**src/rtl/flow_quant_sched_if.sv**
```systemverilog
// flow_quant_sched_if: beat bus into and out of the quantization scheduler
// Ports: in_* carry upstream coefficient beats with framing; out_* carry the
// registered beat, per-lane multipliers and framing towards flow_mult.
interface flow_quant_sched_if #(
  parameter int N = 2
);
  logic            in_valid;
  logic [N*16-1:0] in_data;
  logic            in_sob;
  logic            in_eob;
  logic            in_sof;
  logic            out_valid;
  logic [N*16-1:0] out_data;
  logic [N*10-1:0] out_mult;
  logic            out_sob;
  logic            out_eob;
  logic            out_sof;
  modport master (
    output in_valid, in_data, in_sob, in_eob, in_sof,
    input  out_valid, out_data, out_mult, out_sob, out_eob, out_sof
  );
  modport slave (
    input  in_valid, in_data, in_sob, in_eob, in_sof,
    output out_valid, out_data, out_mult, out_sob, out_eob, out_sof
  );
endinterface

```
**src/rtl/flow_quant_sched.sv**
```systemverilog
// flow_quant_sched: per-lane quantization multiplier scheduler in front of flow_mult
// Ports: clk; rst_n async active-low; en gates beat acceptance; cfg_we/cfg_table/
// cfg_addr/cfg_data write the multiplier tables; bus (slave) carries input beats and
// the one-cycle registered output beats; err is the sticky framing error.
// Define FLOW_QUANT_CHROMA_EN for a separate chroma table selected by MCU block index.
module flow_quant_sched #(
  parameter int N     = 2,
  parameter int MCU_Y = 4
) (
  input  logic              clk,
  input  logic              rst_n,
  input  logic              en,
  input  logic              cfg_we,
  input  logic              cfg_table,
  input  logic [5:0]        cfg_addr,
  input  logic [9:0]        cfg_data,
  flow_quant_sched_if.slave bus,
  output logic              err
);
  localparam int BEATS = 64 / N;
  localparam int PW = $clog2(BEATS);
  localparam logic [PW-1:0] LAST = PW'(BEATS - 1);
  typedef enum logic {IDLE, RUN} state_t;
  state_t state_q, state_d;
  logic acc, start, bad, fwd, luma_we;
  logic [PW-1:0] pos_q, pos_d, pos_e;
  logic err_q, err_d, valid_q, valid_d;
  logic [N*16-1:0] data_q, data_d;
  logic [N*10-1:0] mult_q, mult_d;
  logic [2:0] fr_q, fr_d;
  logic [5:0] idx;
  logic [9:0] row [64];
  logic [9:0] luma_q [64];
  logic [9:0] luma_d [64];
`ifdef FLOW_QUANT_CHROMA_EN
  localparam int BW = $clog2(MCU_Y + 2);
  localparam logic [BW-1:0] BLK_LAST = BW'(MCU_Y + 1);
  logic [BW-1:0] blk_q, blk_d, blk_e;
  logic [9:0] chroma_q [64];
  logic [9:0] chroma_d [64];
  assign luma_we = cfg_we & ~cfg_table;
  // Block index follows the same restart/clear rules as pos; it steps on forwarded eob beats.
  always_comb begin
    blk_e = bus.in_sof ? '0 : blk_q;
    blk_d = fwd ? (bus.in_eob ? (blk_e == BLK_LAST ? '0 : blk_e + 1'b1) : blk_e) : acc ? '0 : blk_q;
    chroma_d = chroma_q;
    if (cfg_we && cfg_table) chroma_d[cfg_addr] = cfg_data;
    for (int k = 0; k < 64; k++) row[k] = (blk_e >= BW'(MCU_Y)) ? chroma_q[k] : luma_q[k];
  end
  always_ff @(posedge clk or negedge rst_n)
    if (!rst_n) begin
      blk_q <= '0;
      for (int k = 0; k < 64; k++) chroma_q[k] <= 10'd1;
    end else begin
      blk_q <= blk_d;
      chroma_q <= chroma_d;
    end
`else
  logic unused_cfg_table;
  assign unused_cfg_table = cfg_table;
  assign luma_we = cfg_we;
  always_comb for (int k = 0; k < 64; k++) row[k] = luma_q[k];
`endif
  // A sof beat restarts the block position before it is checked, so sof+sob always passes.
  // Any accepted beat that is not forwarded is a framing violation: drop it, go IDLE, clear counters.
  always_comb begin
    acc = bus.in_valid & en;
    start = bus.in_sof & bus.in_sob;
    pos_e = bus.in_sof ? '0 : pos_q;
    bad = (bus.in_sof & ~bus.in_sob) | (bus.in_sob != (pos_e == '0)) | (bus.in_eob != (pos_e == LAST));
    fwd = acc & (state_q == IDLE ? start : ~bad);
    state_d = fwd ? RUN : acc ? IDLE : state_q;
    err_d = fwd ? 1'b0 : acc ? 1'b1 : err_q;
    pos_d = fwd ? (pos_e == LAST ? '0 : pos_e + 1'b1) : acc ? '0 : pos_q;
    valid_d = fwd;
    data_d = fwd ? bus.in_data : data_q;
    fr_d = fwd ? {bus.in_sob, bus.in_eob, bus.in_sof} : fr_q;
    idx = '0;
    mult_d = mult_q;
    for (int i = 0; i < N; i++) begin
      idx = 6'(int'(pos_e) * N + i);
      mult_d[i*10 +: 10] = fwd ? row[idx] : mult_q[i*10 +: 10];
    end
    luma_d = luma_q;
    if (luma_we) luma_d[cfg_addr] = cfg_data;
  end
  always_ff @(posedge clk or negedge rst_n)
    if (!rst_n) begin
      state_q <= IDLE;
      pos_q <= '0;
      err_q <= 1'b0;
      valid_q <= 1'b0;
      data_q <= '0;
      mult_q <= '0;
      fr_q <= '0;
      for (int k = 0; k < 64; k++) luma_q[k] <= 10'd1;
    end else begin
      state_q <= state_d;
      pos_q <= pos_d;
      err_q <= err_d;
      valid_q <= valid_d;
      data_q <= data_d;
      mult_q <= mult_d;
      fr_q <= fr_d;
      luma_q <= luma_d;
    end
  assign bus.out_valid = valid_q;
  assign bus.out_data = data_q;
  assign bus.out_mult = mult_q;
  assign {bus.out_sob, bus.out_eob, bus.out_sof} = fr_q & {3{valid_q}};
  assign err = err_q;
endmodule

```
**src/flat_wrapper.sv**
```systemverilog
// flat-port wrapper written by rule: the top's interface ports become plain ports
module flow_quant_sched_flat 
#(
  parameter int N     = 2,
  parameter int MCU_Y = 4
)
  (clk, rst_n, en, cfg_we, cfg_table, cfg_addr, cfg_data, err, bus_in_valid, bus_in_data, bus_in_sob, bus_in_eob, bus_in_sof, bus_out_valid, bus_out_data, bus_out_mult, bus_out_sob, bus_out_eob, bus_out_sof);
  flow_quant_sched_if #(.N(N)) bus_i ();
  input  logic clk;
  input  logic rst_n;
  input  logic en;
  input  logic cfg_we;
  input  logic cfg_table;
  input  logic [5:0] cfg_addr;
  input  logic [9:0] cfg_data;
  output logic err;
  input wire logic [$bits(bus_i.in_valid)-1:0] bus_in_valid;
  input wire logic [$bits(bus_i.in_data)-1:0] bus_in_data;
  input wire logic [$bits(bus_i.in_sob)-1:0] bus_in_sob;
  input wire logic [$bits(bus_i.in_eob)-1:0] bus_in_eob;
  input wire logic [$bits(bus_i.in_sof)-1:0] bus_in_sof;
  output wire logic [$bits(bus_i.out_valid)-1:0] bus_out_valid;
  output wire logic [$bits(bus_i.out_data)-1:0] bus_out_data;
  output wire logic [$bits(bus_i.out_mult)-1:0] bus_out_mult;
  output wire logic [$bits(bus_i.out_sob)-1:0] bus_out_sob;
  output wire logic [$bits(bus_i.out_eob)-1:0] bus_out_eob;
  output wire logic [$bits(bus_i.out_sof)-1:0] bus_out_sof;
  assign bus_i.in_valid = bus_in_valid;
  assign bus_i.in_data = bus_in_data;
  assign bus_i.in_sob = bus_in_sob;
  assign bus_i.in_eob = bus_in_eob;
  assign bus_i.in_sof = bus_in_sof;
  assign bus_out_valid = bus_i.out_valid;
  assign bus_out_data = bus_i.out_data;
  assign bus_out_mult = bus_i.out_mult;
  assign bus_out_sob = bus_i.out_sob;
  assign bus_out_eob = bus_i.out_eob;
  assign bus_out_sof = bus_i.out_sof;
  flow_quant_sched #(.N(N), .MCU_Y(MCU_Y)) u_core (.clk(clk), .rst_n(rst_n), .en(en), .cfg_we(cfg_we), .cfg_table(cfg_table), .cfg_addr(cfg_addr), .cfg_data(cfg_data), .bus(bus_i), .err(err));
endmodule
```
**config.mk**
```make
export PLATFORM = sky130hd
export DESIGN_NAME = flow_quant_sched_flat
export DESIGN_NICKNAME = d
export VERILOG_FILES = /design/src/rtl/flow_quant_sched_if.sv /design/src/rtl/flow_quant_sched.sv /design/src/flat_wrapper.sv
export SDC_FILE = /design/constraint.sdc
export NUM_CORES = 1
export LEC_CHECK = 0
export BUFFER_PORTS_ARGS = -buffer_cell sky130_fd_sc_hd__buf_2
export CAP_MARGIN = 5
export CORE_ASPECT_RATIO = 0.9
export CORE_MARGIN = 4
export CORE_UTILIZATION = 65
export DETAILED_ROUTE_END_ITERATION = 8
export GPL_ROUTABILITY_DRIVEN = 0
export PLACE_DENSITY_LB_ADDON = 0.3
export SLEW_MARGIN = 20
export SYNTH_ARGS = -nofsm -noshare
export SYNTH_HDL_FRONTEND = slang
export SYNTH_SLANG_ARGS = --single-unit
```
**constraint.sdc**
```tcl
create_clock -name clk -period 7.09 [get_ports clk]
set_clock_uncertainty 0.2 [all_clocks]
set_input_delay 0.3545 -clock clk [delete_from_list [all_inputs] [get_ports clk]]
set_output_delay 0.3545 -clock clk [all_outputs]
set_load 0.02 [all_outputs]
```
# Yosys cells after proc, flatten, opt, wreduce, memory -nomap -nowiden

Index checks and enable logic that the tools add are counted.

Add/subtract/negate cells: 2
Multipliers: 0
Div/mod/pow operators: 0
Magnitude comparators: 4
Equality and inequality tests: 3
Shift-type cells: 0
Multiplexer cells: 18
Bitwise gates (word level): 12
Reductions and logical operators: 3

Operators by type and width:

| kind                                                                         | count |
|---|---|
| 640-bit bitwise mux                                                          | 1 |
| 10-bit binary-select mux with 6-bit select                                   | 2 |
| 10-bit demux with 6-bit select                                               | 1 |
| 10-bit two-way mux                                                           | 5 |
| 7-bit greater-or-equal comparator, second input constant                     | 3 |
| 6-bit inverter with 7-bit output                                             | 3 |
| 5-bit two-way mux                                                            | 4 |
| 7-bit by 1-bit less-than comparator with 1-bit output, second input constant | 1 |
| 6-bit by 1-bit adder with 6-bit output, second input constant                | 1 |
| 5-bit by 1-bit adder with 5-bit output, second input constant                | 1 |
| 5-bit equality test, second input constant                                   | 1 |
| 5-bit zero test                                                              | 1 |
| 1-bit two-way mux                                                            | 5 |
| 1-bit bitwise AND                                                            | 4 |
| 3-bit bitwise AND                                                            | 1 |
| 1-bit inequality test                                                        | 2 |
| 1-bit inverter                                                               | 2 |
| 1-bit OR                                                                     | 2 |
| 2-bit nonzero test                                                           | 1 |
| 1-bit logical AND                                                            | 1 |

Register bits after elaboration: 703
Bits in latches: 0
Memory bits (writable): 0
Bits in read-only memories: 0
Input bits: 57
Output and inout port bits: 57
Word-level logic and storage cells: 113
Memories: 0

# Logic depth before layout (Yosys ltp)

Gate-level depths: netlist (run 1).

Depth in word-level cells: 9
Mapped depth: 16
Mapped depth without buffers: 10

# Worst setup path before layout (run 1)

OpenSTA, ideal clock, no wires.

Path kind: reg2reg
From: register u_core.pos_q[0]
To: register u_core.mult_q[14], in the netlist u_core.bus.out_mult[14]
Library setup time: 0.095 ns
Arrival: 3.132 ns
Data required time: 6.795 ns
Setup slack: 3.663 ns
Stages on the path, launching flop included: 16
Buffers on the path: 6
Clock period less this slack: 3.427 ns
Path through: dfrtp_1 -> buf_2 -> nand2b_1 -> clkbuf_1 -> clkbuf_1 -> inv_1 -> ha_1 -> and4_1 -> ha_1 -> xnor2_1 -> o2111ai_2 -> a31o_2 -> buf_4 -> buf_6 -> buf_6 -> o31ai_1

Word-level cells in the longest chain between the ends: 8
Elaborated cells on any way between the ends: 15
Those cells by class: 1 x add/sub; 3 x eq/ne; 5 x mux; 5 x bitwise; 1 x reduce/logical

Ends and longest elaborated chain:

| item                                                                                           | RTL line                | source |
|---|---|---|
| start: declaration                                                                             | flow_quant_sched.sv:26  | `logic [PW-1:0] pos_q, pos_d, pos_e;` |
| start signal: assignment                                                                       | flow_quant_sched.sv:99  | `pos_q <= pos_d;` |
| 5-bit two-way mux *                                                                            | flow_quant_sched.sv:69  | `pos_e = bus.in_sof ? '0 : pos_q;` |
| parallel branches: the longest is 7 deep, another holds 6-bit by 1-bit adder with 6-bit output | --                      |  |
| end signal: assignment                                                                         | flow_quant_sched.sv:103 | `mult_q <= mult_d;` |
| end: declaration                                                                               | flow_quant_sched.sv:29  | `logic [N*10-1:0] mult_q, mult_d;` |

Every way passes the cells marked *. The select of a mux whose other input is x is not followed.
A chain may end at the register's enable or synchronous reset.

# Worst setup path in the final report (run 1)

From: register u_core.pos_q[0]
To: register u_core.mult_q[0], in the netlist u_core.bus.out_mult[0]

Word-level cells in the longest chain between the ends: 8
Elaborated cells on any way between the ends: 14
Those cells by class: 3 x eq/ne; 5 x mux; 5 x bitwise; 1 x reduce/logical

Ends and longest elaborated chain:

| item                                                                                               | RTL line |
|---|---|
| 5-bit two-way mux *                                                                                | flow_quant_sched.sv:69 |
| parallel branches: the longest is 7 deep, another holds 10-bit binary-select mux with 6-bit select | -- |

Marked as above.

==> run summary, run 1 <==
Status -> completed
Post-route ant nets -> 0
EDFF count, synth -> 0
Die height -> 221 µm
Share of the synthesized area in the top cell type -> 0.490
1st-pass router iterations -> 8
CTS Sinks -> 703
WS Path Type -> reg2reg
Post-Syn Nets -> 2560
Placed Instance Area -> 0.0335 mm²
# H-tree levels -> 3
Biggest cell delay along the critical path -> 0.96 ns
Top FF cell, synth -> dfrtp_1
Synth async-reset ratio -> 1.00
Crit start category -> flip-flop
Power Density -> 286 mW/mm²
Cell with the most instances after synthesis -> mux2_2
Hold path startpoint -> en
Vias per inst -> 6.62
CP max stage cell -> dfrtp_4
Final hold violations -> 0
Mapped Area -> 0.0326 mm²
Mean post-synth cell area -> 13.0 µm²
Worst skew pair latency -> 0.60 ns
Worst-path fanout max -> 143
Postcts setup bufs -> 0
Gr usage total -> 0.313
Worst-Margin Slew -> 1.08 ns
Post-detail-place hpwl -> 51.3 mm
# IOs -> 114
Design area -> 0.0361 mm²
Ratio of cells with drive above 1 in the final layout -> 0.458
Lkg Pwr -> 16.4 nW
Layout area overhead -> 10.6%
Die W -> 244 µm
Setup crit end kind -> flip-flop
Number of max-cap violations -> 0
Synth area leader -> dfrtp_1
Rows -> 77
Antenna violations before repair -> 10
Worst hold path class -> in2reg
Fmax -> 0.221 GHz
Peak supply drop -> 0.229 mV
Worst rel slew slack -> 0.279
Yosys reg bits -> 703
Seq/Total Area, Yosys -> 0.542
Vias in the first global route -> 22400
TritonCTS clock tree -> done
Post-synth cell types -> 58
CTS clk-pin slew, worst paths -> 0.07 ns
First-pass GRT wire length -> 131 mm
Floorplan core area -> 0.0494 mm²
Final #Nets -> 2610
Root Driver -> clkbuf_16
Final WL -> 85.0 mm
CTS buffer count -> 69
CP cell instances -> buf_12 > buf_4 > mux2_2 > nand2_1 > o21ai_0 > a221oi_1 > o31ai_1
Crit share post-route -> 0.637
Critical Path Source -> u_core.pos_q[0]
# DRC -> 0
RSZ-0062 raised after global routing -> false
Placed instance count -> 3116
Critical Path AT -> 4.76 ns
RR Endpoint -> u_core.bus.out_mult[0]
Count of input and output buffers -> 112
Slew Viols, Final -> 0
Ys Warns -> 0
Fin Hold WS -> 0.142 ns
Cells on worst reg2reg path -> 7
DIE AREA -> 0.0539 mm²
Synth top cells by count -> 776 x mux2_2, 639 x dfrtp_1, 135 x nand2_1
Worst slack, placed -> 2.67 ns
Via count -> 21700
TNS Setup -> 0 ns
Initial DRC count -> 2073
Area contributors post-synth -> dfrtp_1 49%, mux2_2 27%, dfstp_2 5.2%, mux2i_1 3.6%, a221oi_1 1.9%
Crit Reg-Reg Startpoint -> u_core.pos_q[0]
Largest net degree at the start of global routing -> 188
Crit path capture -> u_core.bus.out_mult[0]
Starting Density -> 0.660
Avg WL per Cell -> 25.9 µm
Final worst setup slack -> 2.57 ns
Post-Syn Instances -> 2501
Layout Cells excl Fill -> 3280
CTS Buffer Depth -> 3
Total grt overflow -> 0
Hold depth -> 4
Final setup fails -> 0
Critical Path RT -> 7.33 ns
Worst R2R Setup Slack -> 2.57 ns
Final Critical Period -> 4.52 ns
==> flip-flops by register name, summed over array words and instances, names as in the netlist <==
| register | cells |
|---|---|
| u_core.luma_q | 640 |
| u_core.state_q | 1 |
| u_core.err | 1 |
| u_core.bus.out_mult | 20 |
| u_core.bus.out_valid | 1 |
| u_core.fr_q | 3 |
| u_core.pos_q | 5 |
| u_core.bus.out_data | 32 |
==> kinds of logic (layout without fill, tap and decap cells) <==
logic type	after synthesis	count (layout)	synth area share
AOI/OAI and AO/OA	343	343	0.0724
xor gates and xnor gates	3	3	0.000805
adders and majority gates	2	2	0.000767
buffers and inverters	227	328	0.0303
DFF	703	703	0.542
muxes	892	892	0.303
other	0	7	0
and+or+nand+nor	331	331	0.0507
==> final cells by class <==
| cell class | instances | area (µm²) |
|---|---|---|
| well taps | 671 | 840 |
| multi-input cells | 1571 | 14000 |
| clock buffers | 108 | 2090 |
| diodes | 7 | 17.5 |
| repair buffers | 180 | 1210 |
| flip-flops and latches | 703 | 17700 |
| fillers | 3120 | 13300 |
| inverters | 26 | 97.6 |
| clock inverters | 14 | 151 |
==> worst min path at each step <==
stage | end | slack, ns
floorplan | u_core.bus.out_data[0] | -0.14
global placement | u_core.err | 0.27
detailed placement | u_core.bus.out_mult[14] | 0.27
CTS | u_core.err | 0.11
global route | u_core.err | 0.15
finish | u_core.err | 0.14
==> repair_timing <==
item,in CTS,in global routing
hold buffers,35,0
hold endpoints to repair,142,0
gates resized for setup,0,0
==> stage by stage <==
step	util	total power, mW
6_report	0.730	10.3
5_1_grt	0.730	10.7
4_1_cts	0.730	10.3
3_5_place_dp	0.678	6.69
3_3_place_gp	0.677	6.56
2_1_floorplan	-	6.12
==> routing by layer <==
| metal | global-route usage | part of all wire | up-vias |
|---|---|---|---|
| met4 | 0.109 | 0.032 | 8 |
| met5 | 0 | 0.00060 | - |
| met1 | 0.431 | 0.41 | 11400 |
| met2 | 0.499 | 0.47 | 931 |
| met3 | 0.0742 | 0.083 | 183 |
| li1 | - | - | 9203 |
==> cells in the final DEF (no fill, tap or decap), types with 3 or more instances in the layout <==
master,n
mux2_2,776
dfrtp_1,637
nand2_1,135
mux2i_1,116
buf_2,111
o22ai_1,98
o21ai_0,87
a221oi_1,72
clkbuf_16,71
dfstp_2,64
nor2_2,46
nor2_1,43
or2_2,38
dlygate4sd3_1,35
buf_4,29
inv_1,25
o31ai_1,20
clkbuf_1,20
nor3_1,19
a222oi_1,17
a21oi_1,17
clkbuf_8,17
o221ai_1,9
clkinv_2,9
and2_1,8
diode_2,7
nor2b_1,6
nand3_1,6
nand3b_1,5
or3b_2,4
o21ai_1,3
o211ai_1,3
o2bb2ai_1,3
bufinv_16,3
buf_12,3
==> worst max-delay path, delay by kind of cell (launching register included) <==
| family | cells | cell delay (ns) |
|---|---|---|
| AND/OR/NAND/NOR | 1 | 0.06 |
| buffers and inverters | 2 | 1.44 |
| multiplexers | 1 | 0.41 |
| flip-flops | 1 | 0.96 |
| AO/OA/AOI/OAI | 3 | 1.08 |
==> where the power goes <==
part           internal (mW)  switching, mW
Clock                   2.13           1.52
Sequential              4.63          0.364
Combinational          0.809          0.875
Power figures use the tool's default switching activity.
==> run 2, diff against run 1 <==
--- a/config.mk
+++ b/config.mk
@@ -9,7 +9,7 @@
 export CAP_MARGIN = 5
 export CORE_ASPECT_RATIO = 0.9
 export CORE_MARGIN = 4
-export CORE_UTILIZATION = 65
+export CORE_UTILIZATION = 56
 export DETAILED_ROUTE_END_ITERATION = 8
 export GPL_ROUTABILITY_DRIVEN = 0
 export PLACE_DENSITY_LB_ADDON = 0.3
==> constraint.sdc (replaced) <==
create_clock -name clk -period 3.8 [get_ports clk]
set_clock_uncertainty 0.2 [all_clocks]
set_input_delay 0.19 -clock clk [delete_from_list [all_inputs] [get_ports clk]]
set_output_delay 0.19 -clock clk [all_outputs]
set_load 0.02 [all_outputs]
==> run summary, run 2 (synthesized netlist as in run 1, its figures left out) <==
Status -> completed (unchanged)
CP cell instances -> nand2b_2 > inv_1 > ha_1 > and4_1 > ha_1 > xor2_1 > a21o_1 > a31o_4 > buf_12 > mux2_2 (was buf_12 > buf_4 > mux2_2 > nand2_1 > o21ai_0 > a221oi_1 > o31ai_1)
Post-route ant nets -> 0 (unchanged)
Slew Viols, Final -> 0 (unchanged)
First-pass GRT wire length -> 135 mm (was 131 mm)
Power Density -> 538 mW/mm² (was 286 mW/mm²)
Final hold violations -> 0 (unchanged)
Crit start category -> flip-flop (unchanged)
Root Driver -> clkbuf_16 (unchanged)
Worst-Margin Slew -> 1.03 ns (was 1.08 ns)
CP max stage cell -> dfrtp_4 (unchanged)
Most common cell after layout, fill and taps aside -> mux2_2 (unchanged)
WS Path Type -> reg2reg (unchanged)
Avg WL per Cell -> 25.4 µm (was 25.9 µm)
Crit share post-route -> 0.892 (was 0.637)
CTS clk-pin slew, worst paths -> 0.07 ns (about the same)
# DRC -> 0 (unchanged)
Die height -> 237 µm (was 221 µm)
Die W -> 262 µm (was 244 µm)
CP dominant cell by count -> ha_1
CTS Sinks -> 703 (unchanged)
WL met3 -> 6.12 mm (was 7.08 mm)
Worst-path fanout max -> 46 (was 143)
Biggest cell delay along the critical path -> 0.53 ns (was 0.96 ns)
Lkg Pwr -> 16.7 nW (was 16.4 nW)
Antenna violations before repair -> 7 (was 10)
Vias in the first global route -> 22700 (was 22400)
Worst skew pair latency -> 0.62 ns (was 0.60 ns)
Critical Path RT -> 4.09 ns (was 7.33 ns)
Final worst setup slack -> 0.411 ns (was 2.57 ns)
CTS Buffer Depth -> 3 (unchanged)
Largest register FFs -> 640 (unchanged)
CP bufs+invs -> 2 (unchanged)
Fmax -> 0.295 GHz (was 0.221 GHz)
Cells on worst reg2reg path -> 10 (was 7)
Number of max-cap violations -> 0 (unchanged)
Worst hold path class -> in2reg (unchanged)
Critical Path AT -> 3.68 ns (was 4.76 ns)
CP delay by family, top -> compound AO/OA/AOI/OAI gates (was buffers and inverters)
Peak supply drop -> 0.306 mV (was 0.229 mV)
DIE AREA -> 0.0622 mm² (was 0.0539 mm²)
CTS buffer count -> 71 (was 69)
Final #Nets -> 2644 (was 2610)
Routed met2 length -> 40.4 mm (was 40.1 mm)
Worst rel slew slack -> 0.310 (was 0.279)
Post-CTS sizing -> 0 (unchanged)
Worst slack, placed -> 0.361 ns (was 2.67 ns)
# H-tree levels -> 3 (unchanged)
Final WL -> 86.5 mm (was 85.0 mm)
Final setup fails -> 0 (unchanged)
Critical Path Stages -> 10 (was 7)
Total grt overflow -> 0 (unchanged)
Hold depth -> 4 (unchanged)
Layout area overhead -> 12.6% (was 10.6%)
Ratio of cells with drive above 1 in the final layout -> 0.464 (was 0.458)
Vias per inst -> 6.35 (was 6.62)
Starting Density -> 0.569 (was 0.660)
WL met1 -> 37.4 mm (was 35.1 mm)
Most frequent cells in the layout -> 776 x mux2_2, 637 x dfrtp_1, 135 x nand2_1 (unchanged)
Rows -> 83 (was 77)
TNS Setup -> 0 ns (unchanged)
Final Critical Period -> 3.39 ns (was 4.52 ns)
Setup crit end kind -> flip-flop (unchanged)
Floorplan core area -> 0.0573 mm² (was 0.0494 mm²)
RSZ-0062 raised after global routing -> false (unchanged)
Via count -> 21700 (about the same)
Initial DRC count -> 2020 (was 2073)
Post-detail-place hpwl -> 54.7 mm (was 51.3 mm)
Largest net degree at the start of global routing -> 113 (was 188)
1st-pass router iterations -> 6 (was 8)
Gr usage total -> 0.277 (was 0.313)
DR top layer -> met5 (unchanged)
TritonCTS clock tree -> done (unchanged)
# IOs -> 114 (unchanged)
Biggest register -> u_core.luma_q (unchanged)
Count of input and output buffers -> 112 (unchanged)
==> run 2: through the flow <==
stage	utilization	instance area (µm²)	instances	hold slack, ns	power [mW]
after global routing	0.641	36800	3411	0.0752	20.6
after CTS	0.641	36700	3408	0.0414	19.9
final	0.641	36800	3411	0.0805	19.8
after detailed placement	0.591	33900	3235	0.166	12.5
after floorplan	-	32600	2501	-0.306	11.4
after global placement	0.591	33900	3235	0.158	12.3
==> run 2: area by class of cell <==
class                           count  area (µm²)
Clock inverter                     20         268
Timing Repair Buffer              212        1560
Multi-Input combinational cell   1571       14000
Clock buffer                      112        2190
Tap cell                          765         957
Fill cell                        4197       20600
Antenna cell                        2        5.00
Sequential cell                   703       17700
Inverter                           26        97.6
==> run 2: worst paths after layout <==
kind | slack [ns] | to | from
max in group asynchronous | 2.27 | u_core.luma_q[270] | rst_n
worst max-delay path | 0.41 | u_core.bus.out_data[14] | u_core.pos_q[0]
worst min register to register | 0.28 | u_core.fr_q[1] | u_core.fr_q[1]
worst min-delay path | 0.08 | u_core.fr_q[2] | bus_in_sof
min in group asynchronous | 0.10 | u_core.luma_q[539] | rst_n
worst max register to register | 0.41 | u_core.bus.out_data[14] | u_core.pos_q[0]
==> run 2: worst reg2reg max path, delay by kind of cell, from the launching register on <==
kind            cells  cell delay [ns]
compound gates      2             0.66
xor+xnor            1             0.24
mux                 1             0.46
flops               1             0.53
simple gates        2             0.32
buf+inv             2             0.36
fa+ha+maj           2             0.50
==> run 2: repair_timing <==
item / 4_1_cts / 5_1_grt
hold buffers: 41 / 0
endpoints found under the hold margin: 141 / 0
setup buffers: 0 / 0
==> run 2: per-layer routing <==
layer | vias up | track usage
met1 | 11400 | 0.392
met3 | 182 | 0.0571
met4 | 4 | 0.0864
met2 | 821 | 0.435
li1 | 9291 | -
met5 | - | 0
==> run 2: report_power, final <==
part	leakage (nW)	switching (mW)	internal, mW
combinational	6.37	1.68	1.54
sequential	9.11	0.620	8.64
clock	1.21	2.93	4.37
